### src/rtl/ps2_pkg.sv
// Shared PS/2 definitions: FSM state encoding, 100 MHz timing defaults,
// keyboard command bytes and the frame builder used by the host transmitter.
package ps2_pkg;

  localparam logic [2:0] ST_IDLE    = 3'd0;
  localparam logic [2:0] ST_INHIBIT = 3'd1;
  localparam logic [2:0] ST_START   = 3'd2;
  localparam logic [2:0] ST_SHIFT   = 3'd3;
  localparam logic [2:0] ST_ACK     = 3'd4;
  localparam logic [2:0] ST_RELEASE = 3'd5;

  // 120 us clock inhibit, 2 us start request, 15 ms ACK limit at 100 MHz.
  localparam int unsigned INHIBIT_CYCLES_100M  = 12000;
  localparam int unsigned START_CYCLES_DEFAULT = 200;
  localparam int unsigned TIMEOUT_CYCLES_100M  = 1_500_000;

  localparam logic [7:0] CMD_SET_LEDS = 8'hED;
  localparam logic [7:0] CMD_ENABLE   = 8'hF4;
  localparam logic [7:0] CMD_RESET    = 8'hFF;

  // Bit 8 is odd parity over the data byte.
  function automatic logic [8:0] ps2_frame(input logic [7:0] data);
    return {~^data, data};
  endfunction

endpackage

### src/rtl/ps2_sync_edge.sv
// Two-flop synchronizer for an asynchronous PS/2 pin plus a falling-edge
// detector; shared by the host transmitter and the keyboard receiver.
module ps2_sync_edge (
  input  logic clk100mhz,
  input  logic rst,
  input  logic pin,
  output logic level,
  output logic fall
);

  logic r0;
  logic r1;

  // Flops reset to 1, the idle level of an open-drain PS/2 line.
  always_ff @(posedge clk100mhz or posedge rst) begin
    if (rst) begin
      r0 <= 1'b1;
      r1 <= 1'b1;
    end else begin
      // NOTE: non-blocking so r1 takes r0's previous value; blocking here would collapse the chain into one flop.
      r0 <= pin;
      r1 <= r0;
    end
  end

  assign level = r1;
  assign fall  = ~r0 & r1;

endmodule

### src/rtl/ps2_host_tx.sv
// PS/2 host-to-device transmitter: inhibits the clock, issues a start request,
// shifts out one command byte with odd parity and checks the device ACK.
module ps2_host_tx
  import ps2_pkg::*;
#(
  parameter int unsigned INHIBIT_CYCLES = INHIBIT_CYCLES_100M,
  parameter int unsigned START_CYCLES   = START_CYCLES_DEFAULT,
  parameter int unsigned TIMEOUT_CYCLES = TIMEOUT_CYCLES_100M
) (
  input  logic       clk100mhz,
  input  logic       rst,
  input  logic       ps2_clk,
  input  logic       ps2_data,
  output logic       ps2_clk_oe,
  output logic       ps2_data_oe,
  input  logic [7:0] tx_data,
  input  logic       tx_valid,
  output logic       tx_ready,
  output logic       busy,
  output logic       tx_done,
  output logic       tx_err
);

  localparam int unsigned PHASE_MAX = (INHIBIT_CYCLES > START_CYCLES) ? INHIBIT_CYCLES : START_CYCLES;
  localparam int          PCNT_W    = $clog2(PHASE_MAX + 1);

  localparam logic [PCNT_W-1:0] INHIBIT_LAST = PCNT_W'(INHIBIT_CYCLES - 1);
  localparam logic [PCNT_W-1:0] START_LAST   = PCNT_W'(START_CYCLES - 1);
  localparam logic [20:0]       TIMEOUT_LAST = 21'(TIMEOUT_CYCLES - 1);

  logic              clk_level;
  logic              clk_fall;
  logic              d_r0;
  logic              d_s;
  logic [2:0]        state;
  logic [8:0]        shreg;
  logic [3:0]        bitcnt;
  logic [PCNT_W-1:0] pcnt;
  logic [20:0]       tcnt;

  ps2_sync_edge u_clk_sync (
    .clk100mhz (clk100mhz),
    .rst       (rst),
    .pin       (ps2_clk),
    .level     (clk_level),
    .fall      (clk_fall)
  );

  always_ff @(posedge clk100mhz or posedge rst) begin
    if (rst) begin
      d_r0 <= 1'b1;
      d_s  <= 1'b1;
    end else begin
      d_r0 <= ps2_data;
      d_s  <= d_r0;
    end
  end

  // The pulse cycle still reports not-ready so ready returns one cycle later.
  assign tx_ready = (state == ST_IDLE) && !tx_done && !tx_err;
  assign busy     = (state != ST_IDLE);

  always_ff @(posedge clk100mhz or posedge rst) begin
    if (rst) begin
      state       <= ST_IDLE;
      shreg       <= '0;
      bitcnt      <= '0;
      pcnt        <= '0;
      tcnt        <= '0;
      ps2_clk_oe  <= 1'b0;
      ps2_data_oe <= 1'b0;
      tx_done     <= 1'b0;
      tx_err      <= 1'b0;
    end else begin
      tx_done <= 1'b0;
      tx_err  <= 1'b0;
      case (state)
        ST_IDLE: begin
          if (tx_valid && tx_ready) begin
            shreg      <= ps2_frame(tx_data);
            bitcnt     <= '0;
            pcnt       <= '0;
            ps2_clk_oe <= 1'b1;
            state      <= ST_INHIBIT;
          end
        end
        ST_INHIBIT: begin
          if (pcnt == INHIBIT_LAST) begin
            pcnt        <= '0;
            ps2_data_oe <= 1'b1;
            state       <= ST_START;
          end else begin
            pcnt <= pcnt + 1'b1;
          end
        end
        ST_START: begin
          if (pcnt == START_LAST) begin
            ps2_clk_oe <= 1'b0;
            tcnt       <= '0;
            state      <= ST_SHIFT;
          end else begin
            pcnt <= pcnt + 1'b1;
          end
        end
        ST_SHIFT, ST_ACK, ST_RELEASE: begin
          // Timeout wins over a clock fall seen in the same cycle.
          if (tcnt == TIMEOUT_LAST) begin
            ps2_clk_oe  <= 1'b0;
            ps2_data_oe <= 1'b0;
            tx_err      <= 1'b1;
            state       <= ST_IDLE;
          end else begin
            tcnt <= tcnt + 21'd1;
            if (state == ST_SHIFT) begin
              if (clk_fall) begin
                if (bitcnt == 4'd9) begin
                  ps2_data_oe <= 1'b0;
                  bitcnt      <= 4'd10;
                  state       <= ST_ACK;
                end else begin
                  ps2_data_oe <= ~shreg[0];
                  shreg       <= {1'b0, shreg[8:1]};
                  bitcnt      <= bitcnt + 4'd1;
                end
              end
            end else if (state == ST_ACK) begin
              if (clk_fall) begin
                if (!d_s) begin
                  state <= ST_RELEASE;
                end else begin
                  tx_err <= 1'b1;
                  state  <= ST_IDLE;
                end
              end
            end else begin
              if (clk_level && d_s) begin
                tx_done <= 1'b1;
                state   <= ST_IDLE;
              end
            end
          end
        end
        default: state <= ST_IDLE;
      endcase
    end
  end

endmodule

### config.mk
export PLATFORM = sky130hd
export DESIGN_NAME = ps2_host_tx
export DESIGN_NICKNAME = d
export VERILOG_FILES = /design/src/rtl/ps2_pkg.sv /design/src/rtl/ps2_sync_edge.sv /design/src/rtl/ps2_host_tx.sv
export SDC_FILE = /design/constraint.sdc
export NUM_CORES = 1
export LEC_CHECK = 0
export ABC_CLOCK_PERIOD_IN_PS = 5400
export BUFFER_PORTS_ARGS = -buffer_cell sky130_fd_sc_hd__buf_2
export CAP_MARGIN = 20
export CORE_ASPECT_RATIO = 0.75
export CORE_MARGIN = 2
export CORE_UTILIZATION = 25
export CTS_CLUSTER_DIAMETER = 120
export DETAILED_ROUTE_END_ITERATION = 8
export PLACE_DENSITY_LB_ADDON = 0.25
export SETUP_SLACK_MARGIN = 0.5
export SLEW_MARGIN = 20
export SYNTH_ARGS = -nofsm -noshare
export SYNTH_HDL_FRONTEND = slang
export SYNTH_HIERARCHICAL = 1
export SYNTH_SLANG_ARGS = --single-unit
export TNS_END_PERCENT = 5
### constraint.sdc
create_clock -name clk100mhz -period 5.4 [get_ports clk100mhz]
set_clock_uncertainty 0.1 [all_clocks]
set_input_delay 0.27 -clock clk100mhz [delete_from_list [all_inputs] [get_ports clk100mhz]]
set_output_delay 0.27 -clock clk100mhz [all_outputs]
set_load 0.02 [all_outputs]
-- Yosys cells after proc, flatten, opt, wreduce, memory -nomap -nowiden
Cells that the tools add are included.
Widths: inputs -> output; s select.
- register bits after elaboration: 59
- bits of input ports: 13
- output and inout bits: 6
- word-level logic and storage cells: 117
- add/sub/neg operators: 3
- eq/ne operators: 24
- multiplexer cells: 52
- bitwise operators: 3
- reductions and logical operators: 22
- operators by type and width (kind ; count):
    $mux 9 ; 5
    $mux 14 ; 3
    $mux 21 ; 2
    $pmux 14 s3 ; 1
    $pmux 21 s2 ; 1
    $mux 3 ; 11
    $add 21x1->21 const B ; 1
    $eq 21x21->1 const B ; 1
    $mux 4 ; 5
    $mux 1 ; 19
    $pmux 9 s2 ; 1
    $ne 2x2->1 const B ; 8
    $add 14x1->14 const B ; 1
    $eq 14x14->1 const B ; 1
    $eq 14x8->1 const B ; 1
    $ne 4x4->1 const B ; 3
    $pmux 3 s4 ; 1
    $reduce_bool 3->1 ; 3
    $pmux 4 s2 ; 1
    $reduce_and 4->1 ; 2
    $reduce_xnor 8->1 ; 1
    $reduce_and 7->1 ; 1
    $eq 3x2->1 const B ; 2
    $eq 3x3->1 const B ; 2
    other kinds (18) ; 27

-- Longest topological paths before layout
Gate-level depths: netlist of run 1.
- depth after elaboration: 7
- gate-level depth with buffers: 8

-- Modules after synthesis
The synthesis of run 1 kept the hierarchy.
- by module, submodules not included (module ; instances ; cells an instance ; area an instance (um^2)):
    ps2_host_tx ; 1 ; 343 ; 3173.0
    ps2_sync_edge ; 1 ; 4 ; 70.1

-- Worst setup path before layout of run 1
No wires, ideal clock.
- path type: reg2reg
- from: register tcnt[5]
- to: register ps2_data_oe
- setup time: 128 ps
- arrival: 2400 ps
- data required time: 5172 ps
- path slack: 2773 ps
- cell stages (with the launch flop): 7
- buffers on the path: 0
- period minus slack after synthesis: 2627 ps
- cell sequence: dfrtp_1 > or4_1 > or2_1 > or4_4 > a211oi_2 > a21boi_2 > mux2_1
- longest elaborated chain between the ends: 3
- elaborated cells between the ends (all ways): 6
- ends and longest elaborated chain (element ; RTL line ; RTL):
    start: declaration ; ps2_host_tx.sv:39 ; logic [20:0] tcnt;
    start signal: assignment ; ps2_host_tx.sv:113 ; tcnt <= tcnt + 21'd1;
    $eq 21x21->1 * ; ps2_host_tx.sv:107 ; if (tcnt == TIMEOUT_LAST) begin
    $ne 3x3->1 (no source line) or $mux 1 (tied branches) ; -- ;
    $reduce_and 4->1 (no source line) or $pmux 1 s2 (tied branches) ; -- ;
    end signal: assignment ; ps2_host_tx.sv:121 ; ps2_data_oe <= ~shreg[0];
    end: declaration ; ps2_host_tx.sv:15 ; output logic ps2_data_oe,
Every way passes the cells marked *; elsewhere a longest branch is shown, timed or not.
A chain may end at the register's enable or synchronous reset.

-- Worst setup path after layout of run 1
- from: register tcnt[5]
- to: register shreg[6]
- longest elaborated chain between the ends: 3
- ends and longest elaborated chain (element ; RTL line ; RTL):
    $eq 21x21->1 ; ps2_host_tx.sv:107 ;
    $ne 2x2->1 (no source line) ; -- ;
    $reduce_and 6->1 (no source line) ; -- ;
    end signal: assignment ; ps2_host_tx.sv:80 ; shreg <= ps2_frame(tx_data);
    end signal: assignment ; ps2_host_tx.sv:122 ; shreg <= {1'b0, shreg[8:1]};
    end: declaration ; ps2_host_tx.sv:36 ; logic [8:0] shreg;
Every way passes these cells.

==> results of run 1 <==
## what timing repair did
item	CTS	global route
hold endpoints to repair	5	0
hold buffers	3	0
endpoints found under the setup margin	0	0
setup buffers	0	0
## per-stage QoR
step	total power [W]	setup WS, ps	hold WS, ps
after detailed placement	0.0004843	2119	181.9
after global placement	0.0004841	2198	181.3
after CTS	0.001017	2112	184.0
after floorplan	0.0004727	2773	81.50
final	0.001003	2067	192.8
after global routing	0.001043	1891	202.8
## power groups by stage
stage / Clock [W] / Combinational, W / Sequential (W)
2_1_floorplan: 0 / 0.0000189 / 0.000454
3_3_place_gp: 0 / 0.0000300 / 0.000454
3_5_place_dp: 0 / 0.0000301 / 0.000454
4_1_cts: 0.000538 / 0.0000321 / 0.000447
5_1_grt: 0.000561 / 0.0000353 / 0.000447
6_report: 0.000525 / 0.0000310 / 0.000447
## layout by cell type (no fill, tap or decap), types with 2 or more instances in the layout
| cell type | instances |
|---|---|
| a21o_1 | 2 |
| a21oi_1 | 10 |
| a22o_1 | 2 |
| a31o_2 | 2 |
| a31oi_1 | 2 |
| and2_1 | 3 |
| and3_1 | 3 |
| and4_1 | 2 |
| buf_2 | 18 |
| buf_4 | 2 |
| clkbuf_1 | 3 |
| clkbuf_16 | 9 |
| clkbuf_8 | 2 |
| clkinv_2 | 2 |
| dfrtp_1 | 55 |
| dfstp_2 | 4 |
| dlygate4sd3_1 | 3 |
| ha_1 | 4 |
| inv_1 | 9 |
| mux2_2 | 8 |
| nand2_1 | 43 |
| nand2b_1 | 4 |
| nand3_1 | 21 |
| nand3b_1 | 2 |
| nand4_1 | 10 |
| nand4bb_1 | 2 |
| nor2_1 | 37 |
| nor2b_1 | 3 |
| nor3_1 | 12 |
| nor4_1 | 4 |
| o211ai_1 | 3 |
| o21ai_0 | 14 |
| o22ai_1 | 3 |
| o31ai_1 | 6 |
| o41ai_1 | 2 |
| or3_1 | 3 |
| or4_1 | 3 |
| xnor2_1 | 17 |
| xor2_1 | 17 |
## final cells by class
type	count	share of cell area, %
timing repair buffer	23	3.540
multi-input combinational	267	44.05
clock inverter	2	0.2622
tap	166	5.441
sequential	59	38.81
inverter	10	0.9833
clock buffer	14	6.916
## worst min-delay path: stages
cell and delay (ps):
buf_2 90, nand2_1 50, nand2_1 50, mux2_2 130
## layer usage
metal | routed length (um) | GRT usage [%] | vias up
met4 | 78 | 4.087 | 0
li1 | - | - | 1283
met2 | 3002 | 16.20 | 33
met5 | 0 | 0 | -
met1 | 3981 | 17.34 | 1233
met3 | 255 | 3.245 | 8
## registers in the layout, summed over array words and instances (netlist names)
name,count
ps2_data_oe,1
tcnt,21
tx_err,1
ps2_clk_oe,1
bitcnt,4
u_clk_sync/level,1
u_clk_sync/r0,1
d_s,1
d_r0,1
shreg,9
tx_done,1
state,3
pcnt,14
## path summary, 6_finish.rpt
path,from,depth (start not counted),endpoint
worst max-delay path,tcnt[5]$_DFFE_PP0P_,6,shreg[6]$_DFFE_PP0P_
worst min-delay path,tx_data[7],4,shreg[7]$_DFFE_PP0P_
worst max register to register,tcnt[5]$_DFFE_PP0P_,6,shreg[6]$_DFFE_PP0P_
worst min register to register,d_r0$_DFF_PP1_,0,d_s$_DFF_PP1_
max in group asynchronous,rst,4,pcnt[11]$_DFFE_PP0P_
min in group asynchronous,rst,3,d_r0$_DFF_PP1_
## cell families after synthesis
kind of cell	synth area share [%]
and+or+nand+nor	25.31
AOI/OAI and AO/OA	12.69
DFF	45.68
xor gates and xnor gates	9.182
buffers and inverters	2.469
muxes	3.125
adders and majority gates	1.543
==> results_dict.tcl, run 1 <==
set metrics [dict create \
    rows 35 \
    syn2layout_area_growth_pct 17.71 \
    synth_area_per_cell_um2 9.346 \
    synthArstFlopShare_pct 100.0 \
    worstSetupStartpointType "flop" \
    hold_class "in -> reg" \
    final_hold_viol_count 0 \
    worstMarginPinSlew_ps 955.2 \
    cts_resized 0 \
    netlist_area_um2 3243 \
    synth_ff_type "dfrtp_1" \
    fmax_mhz 300.1 \
    stdcell_count 541 \
    period_needed_ps 3333 \
    ys_seq_area_share_pct 45.68 \
    tns_ps 0 \
    comb_power_share_pct 3.1 \
    p_clk_share_pct 52.4 \
    slew_headroom_pct 35.43 \
    dieWidth_um 135.5 \
    cts_tree "yes" \
    synth.distinct_cells 58 \
    p_sw_w 0.0002111 \
    ios 19 \
    path_delay_family "simple AND/OR/NAND/NOR gates" \
    rsz0062_at_grt "no" \
    cp-end-kind "flop" \
    htreeDepth 3 \
    critPathSlowestCell "o21ai_1" \
    clk_pin_slew_worst_paths_ps 50 \
    core_um2 12480 \
    synth_top_area_cell "dfrtp_1" \
    vias 2557 \
    power.density_nw_per_um2 262.8 \
    grt_util_all_layers_pct 11.70 \
    synth-edff-count 0 \
    port_buffers 18 \
    worstPathArrival_ps 3440 \
    fin_area_um2 3817 \
    drive_gt1_share_pct 14.67 \
    place_area_um2 3513 \
    grt_pass1_wl_um 12720 \
    outcome "finished, final reports clean" \
    peakVddDrop_uv 180.5 \
    cts_buffer_depth 2 \
    diodes 0 \
    postSynthCellCount 347 \
    grt_overflow 0 \
    drcViolationCount 0 \
    setup_viol 0 \
    nNetsFinal 387 \
    nFillCells 1323 \
    die_h_um 102.6 \
    synth_area_leaders "dfrtp_1 (42%), nand2_1 (5.0%), xnor2_1 (4.6%), xor2_1 (4.6%), nor2_1 (4.3%)" \
    cp_data_required_time_ps 5500 \
    place.gp.congestion 0.7580 \
    path_buf_inv 0 \
    dr.pass1.iters 5 \
    worstSetupPathType "reg -> reg" \
    final.period_utilization_pct 61.72 \
    p_int_w 0.0007923 \
    critPathMaxFanout 12 \
    grt_pass1_vias 2483 \
    p_sw_share_pct 21.04 \
    dieArea_um2 13910 \
    clock_latency_ps 330 \
    cts_num_sinks 59 \
    synth_nets 364 \
    grt_max_degree 57 \
    slew_viol_final 0 \
    cts-root-buf "clkbuf_16" \
    ys_ff_latch 59 \
    drt_iter0_drc 128 \
    wirelength_um 7317 \
    yosysWarnings 6 \
    ff2ff_setup_slack_ps 2070 \
    max_stage_delay_ps 630 \
    p_seq_share_pct 44.5 \
    p_leak_nw 1.699 \
    dp_cells 522 \
    start_util_pct 25.98 \
    cts_made_buffers 9 \
    regArea_um2 1481 \
    wire_per_inst_um 13.52 \
    antenna_found_initial 0 \
    path_common_cell "or4_1" \
    ant_nets 0 \
    synth_most_common_cell "dfrtp_1" \
    hpwl_um 4980 \
    vias_per_cell 4.726 \
    finish.utilization_pct 30.59 \
    multi_input_area_um2 1682 \
    maxCapViolations 0 \
    crit_chain "or4_1 -> or4_1 -> o21ai_1 -> nor2_1 -> o21ai_4 -> mux2_2" \
    synth_top_area_share_pct 42.44 \
    synth_common_cells "dfrtp_1 (55), nand2_1 (43), nor2_1 (37)" \
]
No activity file was read; power rests on OpenSTA's default activity.
==> inputs of run 2 (changes only) <==
Settings changed: ABC_CLOCK_PERIOD_IN_PS 5400 to 3400.
Clock period 5.4 ns to 3.4 ns, I/O delays scaled along.
==> run 2 against run 1 <==
  * Via count increased by 1.3%
  * Combinational power is 62% higher
  * Cell area rose by 2.3%
  * Final cell count rose by 1.5%
  * Utilization rose by 0.70 points
  * Sequential share of layout area decreased by 0.87 points
  * Critical endpoint is now ps2_data_oe$_DFFE_PP0P_
  * Largest cell class unchanged
==> results_dict.tcl, run 2 (synthesized netlist as in run 1, its figures left out) <==
set metrics [dict create \
    fmax_mhz 360.3 \
    rr_startpoint "tcnt[5]$_DFFE_PP0P_" \
    cp_data_required_time_ps 3510 \
    core_um2 12480 \
    peakVddDrop_uv 213.9 \
    ant_nets 0 \
    largest_reg_flops 21 \
    cts_made_buffers 9 \
    p_sw_share_pct 22.12 \
    dp_cells 530 \
    cts_resized 0 \
    p_seq_share_pct 42.4 \
    dr.pass1.iters 4 \
    p_leak_nw 1.747 \
    tns_ps 0 \
    cts-root-buf "clkbuf_16" \
    final_common_cell "dfrtp_1" \
    post_cts_buffers 0 \
    power.density_nw_per_um2 428.6 \
    regArea_um2 1481 \
    rsz0062_at_grt "no" \
    wire_per_inst_um 13.65 \
    cp-end-kind "flop" \
    htreeDepth 3 \
    nNetsFinal 395 \
    hpwl_um 5336 \
    grt_use_met3_pct 3.687 \
    p_total_w 0.001674 \
    nFillCells 1306 \
    setup_viol 0 \
    top_usage_layer "met1" \
    comb_power_share_pct 3.0 \
    clk_pin_slew_worst_paths_ps 60 \
    die_h_um 102.6 \
    grt_overflow 0 \
    rows 35 \
    vias 2591 \
    grt_pass1_wl_um 12780 \
    final.period_utilization_pct 81.62 \
    wirelength_um 7495 \
    worstSetupStartpointType "flop" \
    grt_use_met1_pct 17.35 \
    drive_gt1_share_pct 16.97 \
    grt_util_all_layers_pct 11.90 \
    stdcell_count 549 \
    worstMarginPinSlew_ps 926.7 \
    clock_latency_ps 330 \
    slew_viol_final 0 \
    place.gp.congestion 0.8309 \
    slew_headroom_pct 38.13 \
    start_util_pct 25.98 \
    startpoint "tcnt[5]$_DFFE_PP0P_" \
    grt_max_degree 44 \
    p_sw_w 0.0003702 \
    p_int_w 0.001304 \
    period_needed_ps 2775 \
    multi_input_area_um2 1682 \
    hp-start "tx_data[5]" \
    cts_num_sinks 59 \
    port_buffers 18 \
    maxCapViolations 0 \
    critPathMaxFanout 6 \
    antenna_found_initial 0 \
    vias_per_cell 4.719 \
    p_clk_share_pct 54.6 \
    cts_tree "yes" \
    drt_iter0_drc 146 \
    cts_buffer_depth 2 \
    diodes 0 \
    ios 19 \
    dieArea_um2 13910 \
    reg_top3 "tcnt x21, pcnt x14, shreg x9" \
    final_hold_viol_count 0 \
    worstSetupPathType "reg -> reg" \
    dieWidth_um 135.5 \
    hold_class "in -> reg" \
    worstPathArrival_ps 2890 \
    mostFrequentLayoutCells "dfrtp_1 (55), nand2_1 (43), nor2_1 (37), nand3_1 (21), buf_2 (18)" \
    grt_pass1_vias 2544 \
    syn2layout_area_growth_pct 20.41 \
    met2_usage_pct 16.91 \
    drcViolationCount 0 \
    largest_register "tcnt" \
    outcome "finished, final reports clean" \
    fin_hold_ws_ps 82.42 \
]
[run 2: path summary, 6_finish.rpt]
path                                              end  slack [ps]  cells past startpoint
max reg2reg                   ps2_data_oe$_DFFE_PP0P_         620                      6
min in group asynchronous  u_clk_sync/level$_DFF_PP1_         310                      3
min                              shreg[5]$_DFFE_PP0P_          80                      4
max in group asynchronous        pcnt[13]$_DFFE_PP0P_        2020                      4
min reg2reg                             d_s$_DFF_PP1_         260                      0
max                           ps2_data_oe$_DFFE_PP0P_         620                      6
[run 2: metrics by stage]
stage	setup slack, ps	area [um2]	utilization [%]
final	624.8	3905	31.29
after floorplan	773.0	3243	-
after global routing	527.3	3905	31.29
after global placement	673.7	3573	28.63
after CTS	620.4	3905	31.29
after detailed placement	635.4	3573	28.63
[run 2: timing repair]
action,4_1_cts,5_1_grt
hold buffers,3,0
hold endpoints to repair,41,0
endpoints found under the setup margin,0,0
[run 2: critical path, cell delays in order, from the launching register on]
cell and delay, ps:
dfrtp_1 440, or4_1 540, or2_1 250, or4_4 580, a211oi_2 230, a21boi_2 190
mux2_1 320
[run 2: power groups by stage]
| stage | clock, W | sequential (W) | combinational [W] |
|---|---|---|---|
| 2_1_floorplan | 0 | 0.000721 | 0.0000301 |
| 3_3_place_gp | 0 | 0.000721 | 0.0000489 |
| 3_5_place_dp | 0 | 0.000721 | 0.0000492 |
| 4_1_cts | 0.000941 | 0.000709 | 0.0000517 |
| 5_1_grt | 0.000982 | 0.000709 | 0.0000569 |
| 6_report | 0.000914 | 0.000709 | 0.0000501 |
[run 2: cell type report]
type / count / share of cell area, %
well taps: 166 / 5.319
clock buffers: 10 / 5.864
flip-flops and latches: 59 / 37.94
multi-input cells: 267 / 43.06
repair buffers: 31 / 4.998
clock inverters: 6 / 1.858
inverters: 10 / 0.9612
[run 2: layer usage]
layer	part of all wire [%]	vias to the layer above
met2	41	39
met3	4.1	10
met1	54	1240
met5	0	-
met4	1.2	0
li1	-	1302
==> inputs of run 3 (changes only) <==
Settings changed: ABC_CLOCK_PERIOD_IN_PS 3400 to 2340.
Clock period 3.4 ns to 2.34 ns, I/O delays scaled along.
==> run 3 against run 2 <==
  * The flow now finishes with violations (setup timing)
  * Die area unchanged
  * Highest routed layer unchanged
  * Largest cell class unchanged
  * Worst setup slack worse by 790 ps
  * Sequential power up 45%
  * Sequential share of layout area down 4.3 points
  * Utilization up 4.1 points
  * Wire length up 4.0%
  * Maximum frequency up 11%
  * Count of clock-buffer cells in the layout down 1
==> results_dict.tcl, run 3 (synthesized netlist as in run 1, its figures left out) <==
set metrics [dict create \
    p_leak_nw 2.000 \
    peakVddDrop_uv 436.1 \
    hold_class "in -> reg" \
    slew_viol_final 0 \
    final_common_cell "dfrtp_1" \
    finish.utilization_pct 35.37 \
    comb_power_share_pct 2.8 \
    worstSetupStartpointType "flop" \
    period_needed_ps 2502 \
    port_buffers 18 \
    fin_hold_ws_ps 32.00 \
    cts_num_sinks 59 \
    rsz0062_at_grt "yes" \
    nNetsFinal 429 \
    vias 2691 \
    cp_data_required_time_ps 2460 \
    worstPathArrival_ps 2620 \
    vias_per_cell 4.616 \
    ios 19 \
    die_h_um 102.6 \
    grt_util_all_layers_pct 12.26 \
    multi_input_area_um2 1844 \
    dieWidth_um 135.5 \
    maxCapViolations 0 \
    grt_max_degree 31 \
    p_seq_share_pct 38.8 \
    cts_tree "yes" \
    power.density_nw_per_um2 601.7 \
    dieArea_um2 13910 \
    clock_latency_ps 330 \
    cp-end-kind "flop" \
    p_int_w 0.002107 \
    final_hold_viol_count 0 \
    ff2ff_setup_slack_ps -160 \
    core_um2 12480 \
    p_sw_share_pct 20.65 \
    setup_viol 15 \
    nFillCells 1278 \
    start_util_pct 25.98 \
    cts_made_buffers 9 \
    drive_gt1_share_pct 30.94 \
    ant_nets 0 \
    reg2regPathDepth 7 \
    rr_startpoint "tcnt[19]$_DFFE_PP0P_" \
    critPathMaxFanout 10 \
    place_area_um2 3870 \
    outcome "finished, violations left" \
    cts_buffer_depth 2 \
    worstHoldEndpoint "shreg[1]$_DFFE_PP0P_" \
    rows 35 \
    wirelength_um 7798 \
    p_sw_w 0.0005486 \
    worstMarginPinSlew_ps 624.8 \
    regArea_um2 1485 \
    clk_pin_slew_worst_paths_ps 60 \
    grt_pass1_wl_um 13310 \
    drcViolationCount 0 \
    hp-start "tx_data[1]" \
    grt_pass1_vias 2618 \
    slew_headroom_pct 58.29 \
    largest_register "tcnt" \
    reg_top3 "tcnt x21, pcnt x14, shreg x9" \
    wire_per_inst_um 13.38 \
    failed_checks "setup timing" \
    drt_iter0_drc 146 \
    dr.pass1.iters 4 \
    cts-root-buf "clkbuf_16" \
    syn2layout_area_growth_pct 36.11 \
    post_cts_buffers 0 \
    fmax_mhz 399.7 \
    largest_reg_flops 21 \
    p_total_w 0.002656 \
    setup_slack_ps -161.8 \
    hold_path_depth 4 \
    final.period_utilization_pct 106.9 \
    mostFrequentLayoutCells "dfrtp_1 (52), nand2_1 (40), buf_4 (39), nor2_1 (35), nand3_1 (20)" \
    r2r-end "shreg[2]$_DFFE_PP0P_" \
    p_clk_share_pct 58.4 \
    diodes 0 \
    place.gp.congestion 0.7891 \
    fin_area_um2 4414 \
    htreeDepth 3 \
    antenna_found_initial 0 \
    hpwl_um 5566 \
    worstSetupPathType "reg -> reg" \
    tns_ps -1622 \
    grt_overflow 0 \
]
==> run 3: cell count changes in the layout (fill, tap and decap cells not counted), sizes merged <==
cell    before  now
bufinv       1    3
clkbuf      10    9
buf         28   62
inv         13   12
==> run 3: through the flow <==
step                cells  setup slack (ps)
floorplan             347            -196.3
global placement      564            -201.6
detailed placement    564            -226.4
CTS                   583            -173.7
global route          583            -221.2
finish                583            -161.8
==> run 3: how the worst max path moves through the flow <==
stage	start	endpoint	cells past startpoint
after floorplan	tcnt[5]$_DFFE_PP0P_	ps2_data_oe$_DFFE_PP0P_	6
after global placement	tcnt[19]$_DFFE_PP0P_	shreg[3]$_DFFE_PP0P_	7
after detailed placement	tcnt[19]$_DFFE_PP0P_	shreg[2]$_DFFE_PP0P_	7
after CTS	tcnt[19]$_DFFE_PP0P_	shreg[2]$_DFFE_PP0P_	7
after global routing	tcnt[19]$_DFFE_PP0P_	shreg[7]$_DFFE_PP0P_	7
final	tcnt[19]$_DFFE_PP0P_	shreg[2]$_DFFE_PP0P_	7
==> run 3: critical path, cell delays in order (launching register included) <==
cell and delay (ps):
dfrtp_1 370, or4_4 530, or4_4 520, o21ai_4 180, nor2_2 70, o21ai_4 140, buf_12 150, mux2_2 330
==> run 3: layout make-up <==
cell class,count,share of cell area (%)
repair buffers,65,11.11
well taps,166,4.705
multi-input cells,267,41.78
flip-flops and latches,59,33.65
inverters,10,0.8503
clock inverters,7,2.806
clock buffers,9,5.102
==> run 3: timing repair <==
item | in CTS | in global routing
hold buffers | 3 | 0
pin swaps | 25 | 2
endpoints found under the setup margin | 55 | 55
resized for setup | 35 | 6
hold endpoints to repair | 30 | 0
==> run 3: layer usage <==
layer | GRT usage, % | vias to the layer above | wire [um]
met4 | 3.926 | 0 | 97
met3 | 3.441 | 9 | 317
met1 | 18.85 | 1280 | 4317
li1 | - | 1368 | -
met5 | 0 | - | 0
met2 | 16.24 | 34 | 3066
==> run 3: power groups by stage <==
stage | clock (W) | sequential (W) | combinational, W
detailed placement | 0 | 0.00105 | 0.0000733
CTS | 0.00159 | 0.00103 | 0.0000773
finish | 0.00155 | 0.00103 | 0.0000748
floorplan | 0 | 0.00105 | 0.0000437
global route | 0.00163 | 0.00103 | 0.0000852
global placement | 0 | 0.00105 | 0.0000727
